--- src/rtl/sap_pkg.sv ---
// Shared definitions for the SAP datapath distribution blocks.
package sap_pkg;

  localparam int SAP_WIDTH = 8;
  localparam int SAP_LINES = 16;
  localparam int SAP_SEL_W = 4;

  // Demux sequencer states: IDLE accepts requests, SWEEP replays one value to every line.
  typedef enum logic {
    IDLE  = 1'b0,
    SWEEP = 1'b1
  } demux_state_t;

  // Index to one-hot conversion, shared by the decoder and anything else that needs it.
  function automatic logic [SAP_LINES-1:0] to_onehot(input logic [SAP_SEL_W-1:0] idx);
    logic [SAP_LINES-1:0] vec;
    vec      = '0;
    vec[idx] = 1'b1;
    return vec;
  endfunction

endpackage : sap_pkg

--- src/rtl/decoder_4to16.sv ---
// Combinational 4-bit index to 16-bit one-hot decoder with an enable.
// Drives both the per-line load enables and the registered strobe in the demux.
module decoder_4to16
  import sap_pkg::*;
(
  input  logic [SAP_SEL_W-1:0] idx,
  input  logic                 en,
  output logic [SAP_LINES-1:0] onehot
);

  // Decode the index when enabled, otherwise no line is selected.
  always_comb begin
    // NOTE: the default assignment before the branch keeps this purely combinational (no latch).
    onehot = '0;
    if (en) begin
      onehot = to_onehot(idx);
    end
  end

endmodule : decoder_4to16

--- src/rtl/demux_16line_8bit.sv ---
// Registered 1-to-16 demultiplexer: delivers a bus value to one of sixteen
// holding registers, or sweeps one captured value across all sixteen lines.
module demux_16line_8bit
  import sap_pkg::*;
#(
  parameter int WIDTH = SAP_WIDTH
) (
  input  logic                 clk,
  input  logic                 rst,
  input  logic [WIDTH-1:0]     in,
  input  logic [SAP_SEL_W-1:0] sel,
  input  logic                 wr_en,
  input  logic                 bcast,
  output logic [WIDTH-1:0]     out0,
  output logic [WIDTH-1:0]     out1,
  output logic [WIDTH-1:0]     out2,
  output logic [WIDTH-1:0]     out3,
  output logic [WIDTH-1:0]     out4,
  output logic [WIDTH-1:0]     out5,
  output logic [WIDTH-1:0]     out6,
  output logic [WIDTH-1:0]     out7,
  output logic [WIDTH-1:0]     out8,
  output logic [WIDTH-1:0]     out9,
  output logic [WIDTH-1:0]     out10,
  output logic [WIDTH-1:0]     out11,
  output logic [WIDTH-1:0]     out12,
  output logic [WIDTH-1:0]     out13,
  output logic [WIDTH-1:0]     out14,
  output logic [WIDTH-1:0]     out15,
  output logic [SAP_LINES-1:0] strobe,
  output logic                 busy
);

  localparam logic [SAP_SEL_W-1:0] LAST_LINE = SAP_SEL_W'(SAP_LINES - 1);

  demux_state_t         state;
  logic [SAP_SEL_W-1:0] cnt;
  logic [WIDTH-1:0]     data_q;
  logic [WIDTH-1:0]     line_q [SAP_LINES];

  logic                 sweeping;
  logic [SAP_SEL_W-1:0] dec_idx;
  logic                 dec_en;
  logic [WIDTH-1:0]     wr_data;
  logic [SAP_LINES-1:0] load_en;

  // Choose which line is written this cycle and with what value.
  // In IDLE a broadcast starts at line 0; during a sweep the counter owns the index
  // and the captured value is replayed, so bus changes cannot leak into the sweep.
  always_comb begin
    sweeping = (state == SWEEP);
    dec_idx  = sel;
    dec_en   = sweeping | wr_en;
    wr_data  = in;
    if (sweeping) begin
      dec_idx = cnt;
      wr_data = data_q;
    end else if (bcast) begin
      dec_idx = '0;
    end
  end

  decoder_4to16 u_decoder (
    .idx    (dec_idx),
    .en     (dec_en),
    .onehot (load_en)
  );

  // Sequencer: state, sweep counter, captured data, busy flag and load strobe.
  always_ff @(posedge clk) begin
    // NOTE: sequential state uses non-blocking assignments so every register samples pre-edge values.
    if (rst) begin
      state  <= IDLE;
      cnt    <= '0;
      data_q <= '0;
      busy   <= 1'b0;
      strobe <= '0;
    end else begin
      strobe <= load_en;
      case (state)
        IDLE: begin
          if (wr_en && bcast) begin
            data_q <= in;
            cnt    <= SAP_SEL_W'(1);
            busy   <= 1'b1;
            state  <= SWEEP;
          end
        end
        SWEEP: begin
          // The edge that writes the last line also wraps the counter and ends the sweep.
          if (cnt == LAST_LINE) begin
            cnt   <= '0;
            busy  <= 1'b0;
            state <= IDLE;
          end else begin
            cnt <= cnt + SAP_SEL_W'(1);
          end
        end
        default: begin
          cnt   <= '0;
          busy  <= 1'b0;
          state <= IDLE;
        end
      endcase
    end
  end

  // Holding registers: each line loads only when its enable is set, and all clear on reset.
  always_ff @(posedge clk) begin
    // NOTE: these sixteen registers are reset explicitly because a reset mid-sweep must clear lines already written.
    for (int i = 0; i < SAP_LINES; i++) begin
      if (rst) begin
        line_q[i] <= '0;
      end else if (load_en[i]) begin
        line_q[i] <= wr_data;
      end
    end
  end

  assign out0  = line_q[0];
  assign out1  = line_q[1];
  assign out2  = line_q[2];
  assign out3  = line_q[3];
  assign out4  = line_q[4];
  assign out5  = line_q[5];
  assign out6  = line_q[6];
  assign out7  = line_q[7];
  assign out8  = line_q[8];
  assign out9  = line_q[9];
  assign out10 = line_q[10];
  assign out11 = line_q[11];
  assign out12 = line_q[12];
  assign out13 = line_q[13];
  assign out14 = line_q[14];
  assign out15 = line_q[15];

endmodule : demux_16line_8bit

--- config.mk ---
export PLATFORM = sky130hd
export DESIGN_NAME = demux_16line_8bit
export DESIGN_NICKNAME = d
export VERILOG_FILES = /design/src/rtl/sap_pkg.sv /design/src/rtl/decoder_4to16.sv /design/src/rtl/demux_16line_8bit.sv
export SDC_FILE = /design/constraint.sdc
export NUM_CORES = 1
export LEC_CHECK = 0
export CORE_AREA = 2 2 146 148
export CTS_BUF_LIST = sky130_fd_sc_hd__clkbuf_4
export CTS_CLUSTER_DIAMETER = 60
export DETAILED_ROUTE_END_ITERATION = 10
export DIE_AREA = 0 0 148 150
export GPL_TIMING_DRIVEN = 0
export PLACE_DENSITY_LB_ADDON = 0.2
export SLEW_MARGIN = 20
export SYNTH_ARGS = -nofsm -noshare
export SYNTH_HDL_FRONTEND = slang
export SYNTH_SLANG_ARGS = --single-unit
export TNS_END_PERCENT = 5
--- constraint.sdc ---
create_clock -name clk -period 5 [get_ports clk]
set_input_delay 1 -clock clk [delete_from_list [all_inputs] [get_ports clk]]
set_output_delay 1 -clock clk [all_outputs]
set_load 0.05 [all_outputs]
Yosys cells after proc, flatten, opt, wreduce, memory -nomap -nowiden

Memory sizes are Yosys's and may differ from the RTL's.
Index checks and enable logic that the tools add are counted.

Bits in registers: 30
Memory bits (writable): 128
Logic and storage cells: 115
Memories kept: 1

Memories:

| memory | depth | bits a word | rd ports | clocked after Yosys merged registers in | wr ports | line                    | source |
|---|---|---|---|---|---|---|---|
| line_q | 16    | 8           | 16       | 0                                       | 16       | demux_16line_8bit.sv:39 | `logic [WIDTH-1:0] line_q [SAP_LINES];` |

$add $sub $neg: 1
Magnitude comparators: 2
Equal/unequal tests: 3
Mux-type cells: 81
Bitwise operators: 18
Reductions and logical operators: 4

Operators with widths:

| operator              | count |
|---|---|
| $mux W8               | 17 |
| $mux W1               | 55 |
| $or A1 B1 Y1          | 17 |
| $mux W16              | 1 |
| $mux W4               | 4 |
| $pmux W4 S2           | 1 |
| $lt A4 B5 Y1 const B  | 1 |
| $add A4 B1 Y4 const B | 1 |
| $demux W1 S4          | 1 |
| $eq A4 B4 Y1 const B  | 1 |
| $ge A4 B1 Y1 const B  | 1 |
| $pmux W1 S2           | 2 |
| $reduce_and A2 Y1     | 2 |
| $logic_and A1 B1 Y1   | 2 |
| $ne A2 B1 Y1 const B  | 1 |
| $ne A2 B2 Y1 const B  | 1 |
| $not A1 Y1            | 1 |

Logic depth before layout (Yosys ltp)

Word-level depth: 11
Mapped depth: 6
Mapped depth without buffers: 4

Cells and area by module

Synthesis repeated with hierarchy kept, for this count alone.

Cell total of the unflattened synthesis: 442
Area, all modules: 5953.2 sq um

Modules (own cells, without submodules):

| module            | times used | cells an instance | area each (sq um) | seq. area each (sq um) |
|---|---|---|---|---|
| demux_16line_8bit | 1          | 419               | 5835.6            | 4444.3 |
| decoder_4to16     | 1          | 23                | 117.6             | 0.0 |

Worst setup path before layout

OpenSTA, ideal clock, no wires.

Kind: input-to-reg
From: input port bcast
To: memory line_q[0][40] (netlist bit), enable pin
Arrival: 2.476 ns
Required time: 4.613 ns
Slack: 2.137 ns
Cell stages on the path: 5
Path buffers: 2
Path through: buf_4 > nor3b_4 > nor2_4 > buf_6 > o31ai_1

RTL lines:

| what            | line                    | source |
|---|---|---|
| start, declared | demux_16line_8bit.sv:13 | `input logic bcast,` |
| end, declared   | demux_16line_8bit.sv:39 |  |

==> results.json <==
{
  "intPower_mw": 2.01,
  "grt_max_degree": 17,
  "grtUsageTotal_pct": 17.1,
  "p_total_mw": 2.81,
  "cts.clk_slew.worst_paths_ps": 120,
  "cpPeakStageDelay_ps": 840,
  "yosys-top-cells-count": "edfxtp_1 (128), nor2_1 (78), nor3_1 (74), dfxtp_1 (30), buf_2 (23)",
  "wl_um": 18600,
  "grt_setup_unrepaired": "false",
  "n_fill_cell": 1988,
  "grt_overflow_total": 0,
  "power_leakage_nw": 2.87,
  "tritoncts": "yes",
  "setup_slack_ps": 2060,
  "cts-root-buf": "clkbuf_4",
  "ys_types": 42,
  "coreArea_mm2": 0.0207,
  "worst_clock_skew_ps": 18.6,
  "sw_frac_of_total_pct": 28.4,
  "cts_hold_buf": 0,
  "drt_first_pass_iters": 5,
  "p_seq_share_pct": 53.4,
  "cts_resized": 0,
  "avgViaCountPerCell": 4.77,
  "yosysTopAreaCellShare_pct": 63.2,
  "final_util_pct": 40.9,
  "fin_nets": 656,
  "syn_nets": 466,
  "post_cts_buffers": 0,
  "cp.required_ps": 5180,
  "combPwrFrac_pct": 16.8,
  "drive_above_1_share_pct": 14.6,
  "critPathArrivalTime_ps": 3120,
  "ioPinCount": 161,
  "synthArstFlopShare_pct": 0,
  "antenna_left": 0,
  "crit_path_start_kind": "primary input",
  "crit_slowest_cell": "o21ai_0",
  "path_depth": 5,
  "clock-sinks": 158,
  "setup_violations": 0,
  "max-cap-violations": 0,
  "syn_area_mm2": 0.00609,
  "grt_pass1_vias": 4361,
  "final_hold_viol_count": 0,
  "crit_fanout": 10,
  "clk_latency_ps": 550,
  "p_clk_share_pct": 29.8,
  "areaGrowthSynthToFinish_pct": 39.1,
  "worst_slew_pin_slew_ps": 1060,
  "finalCriticalPeriod_ps": 2940,
  "cp-end-kind": "flip-flop",
  "ys_ff_latch": 158,
  "dp_slack_ps": 1330,
  "dp_hpwl_um": 13800,
  "rr_worst_depth": 5,
  "vdd_drop_max_uv": 119,
  "drv_slew": 0,
  "yosysMostFrequentCell": "edfxtp_1",
  "multi_input_area_mm2": 0.00146,
  "holdPathStages": 2,
  "wl_per_cell_um": 20.0,
  "relSlewSlack_pct": 28.4,
  "start_util_pct": 29.4,
  "row_count": 53,
  "antenna_found_initial": 2,
  "globalplace.congestion": 0.791,
  "synth-main-ff-cell": "edfxtp_1",
  "cts_inserted_buffers": 17,
  "drc": 0,
  "yosysSeqAreaShare_pct": 73.0,
  "synth_area_leaders": "edfxtp_1 (63%), dfxtp_1 (9.9%), nor3_1 (6.1%)",
  "crit_buf_inv": 2,
  "clockBufferDepth": 2,
  "worstPathCellList": "clkdlybuf4s50_1 -> nor3b_4 -> nor2_4 -> buf_6 -> o21ai_0",
  "syn_avg_cell_area_um2": 13.6,
  "synth-edff-count": 128,
  "synthCells": 449,
  "regArea_mm2": 0.00444,
  "p_per_area_mw_per_mm2": 331,
  "min_period_over_period_pct": 58.8,
  "yosys_warnings": 0,
  "fmax_ghz": 0.340,
  "crit_type": "in -> reg",
  "num_vias": 4423,
  "port_buffers": 159,
  "hold_slack_ps": 465,
  "tns_ps": 0,
  "critPathTopFamily": "compound AO/OA/AOI/OAI gates",
  "switchingPower_mw": 0.797,
  "drt_iter0_drc": 382,
  "htreeDepth": 4,
  "die_w_um": 148,
  "die_h_um": 150,
  "die_area_mm2": 0.0222,
  "outcome": "finished clean",
  "synth_largest_area_cell": "edfxtp_1",
  "hold_class": "reg -> reg",
  "grt_first_pass_wirelength_um": 27300
}
[tightest hold or removal path, cell delays in order (launching register included)]
cell and delay, ps:
dfxtp_1 330, inv_1 50, a21oi_1 50
[power groups by stage]
stage               clock (mW)  sequential, mW  combinational, mW
floorplan                    0            1.70              0.119
global placement             0            1.53              0.460
detailed placement           0            1.53              0.471
CTS                      0.857            1.50              0.473
global route             0.912            1.50              0.496
finish                   0.837            1.50              0.472
[layout by cell type (no fill, tap or decap), types with 2 or more instances in the layout]
master / n
a21oi_1: 5
and2_1: 2
and3b_1: 2
and4bb_2: 2
buf_2: 24
buf_4: 15
buf_6: 2
bufinv_16: 4
clkbuf_1: 9
clkbuf_4: 19
clkdlybuf4s50_1: 159
clkinv_1: 4
clkinv_4: 2
clkinvlp_4: 2
dfxtp_1: 30
edfxtp_1: 128
inv_1: 5
mux2_2: 8
mux2i_1: 8
nand2_4: 2
nand4_1: 8
nor2_1: 78
nor2b_1: 2
nor3_1: 74
nor4_1: 8
nor4b_2: 2
o211ai_1: 9
o21ai_0: 3
o21ai_1: 7
o22ai_1: 3
o31ai_2: 8
[cells by family (layout without fill, tap and decap cells)]
kind of cell,after synthesis,in the layout,share of synthesized area [%]
buf+inv,44,247,3.68
fa+ha+maj,1,1,0.206
other cells,0,1,0
simple gates,189,189,15.7
flops,158,158,73.0
compound gates,41,41,4.56
mux,16,16,2.80
[path summary, 6_finish.rpt]
path / start / end / slack, ps
hold reg to reg: busy$_SDFFE_PP0P_ / busy$_SDFFE_PP0P_ / 470
hold / removal: busy$_SDFFE_PP0P_ / busy$_SDFFE_PP0P_ / 470
setup reg to reg: state$_SDFF_PP0_ / line_q[1][27]$_SDFFCE_PN0P_ / 2540
setup / recovery: sel[0] / line_q[1][27]$_SDFFCE_PN0P_ / 2060
[sequential cells by signal, indices dropped and copies added, names as in the netlist]
register  flops
state         1
line_q      128
data_q        8
busy          1
strobe       16
cnt           4
[stage by stage]
stage	area, µm²	std cells
global route	8470	928
CTS	8440	927
detailed placement	8130	895
floorplan	6090	449
finish	8470	928
global placement	8020	883
[metal layers]
metal / GRT usage (%) / vias to the layer above / wire, µm
li1: - / 2058 / -
met1: 21.9 / 2149 / 7500
met2: 28.3 / 195 / 9230
met3: 4.30 / 21 / 1520
met4: 6.05 / 0 / 330
met5: 0 / - / 0
[layout make-up]
class                   count  area share, %
flip-flops and latches    158           52.5
repair buffers            171           19.8
multi-input cells         247           17.2
well taps                 275           4.06
plain buffers              39           2.42
clock inverters            13           2.04
clock buffers              19           1.68
inverters                   5          0.222
diodes                      1         0.0296
(Power assumes the default switching activity.)
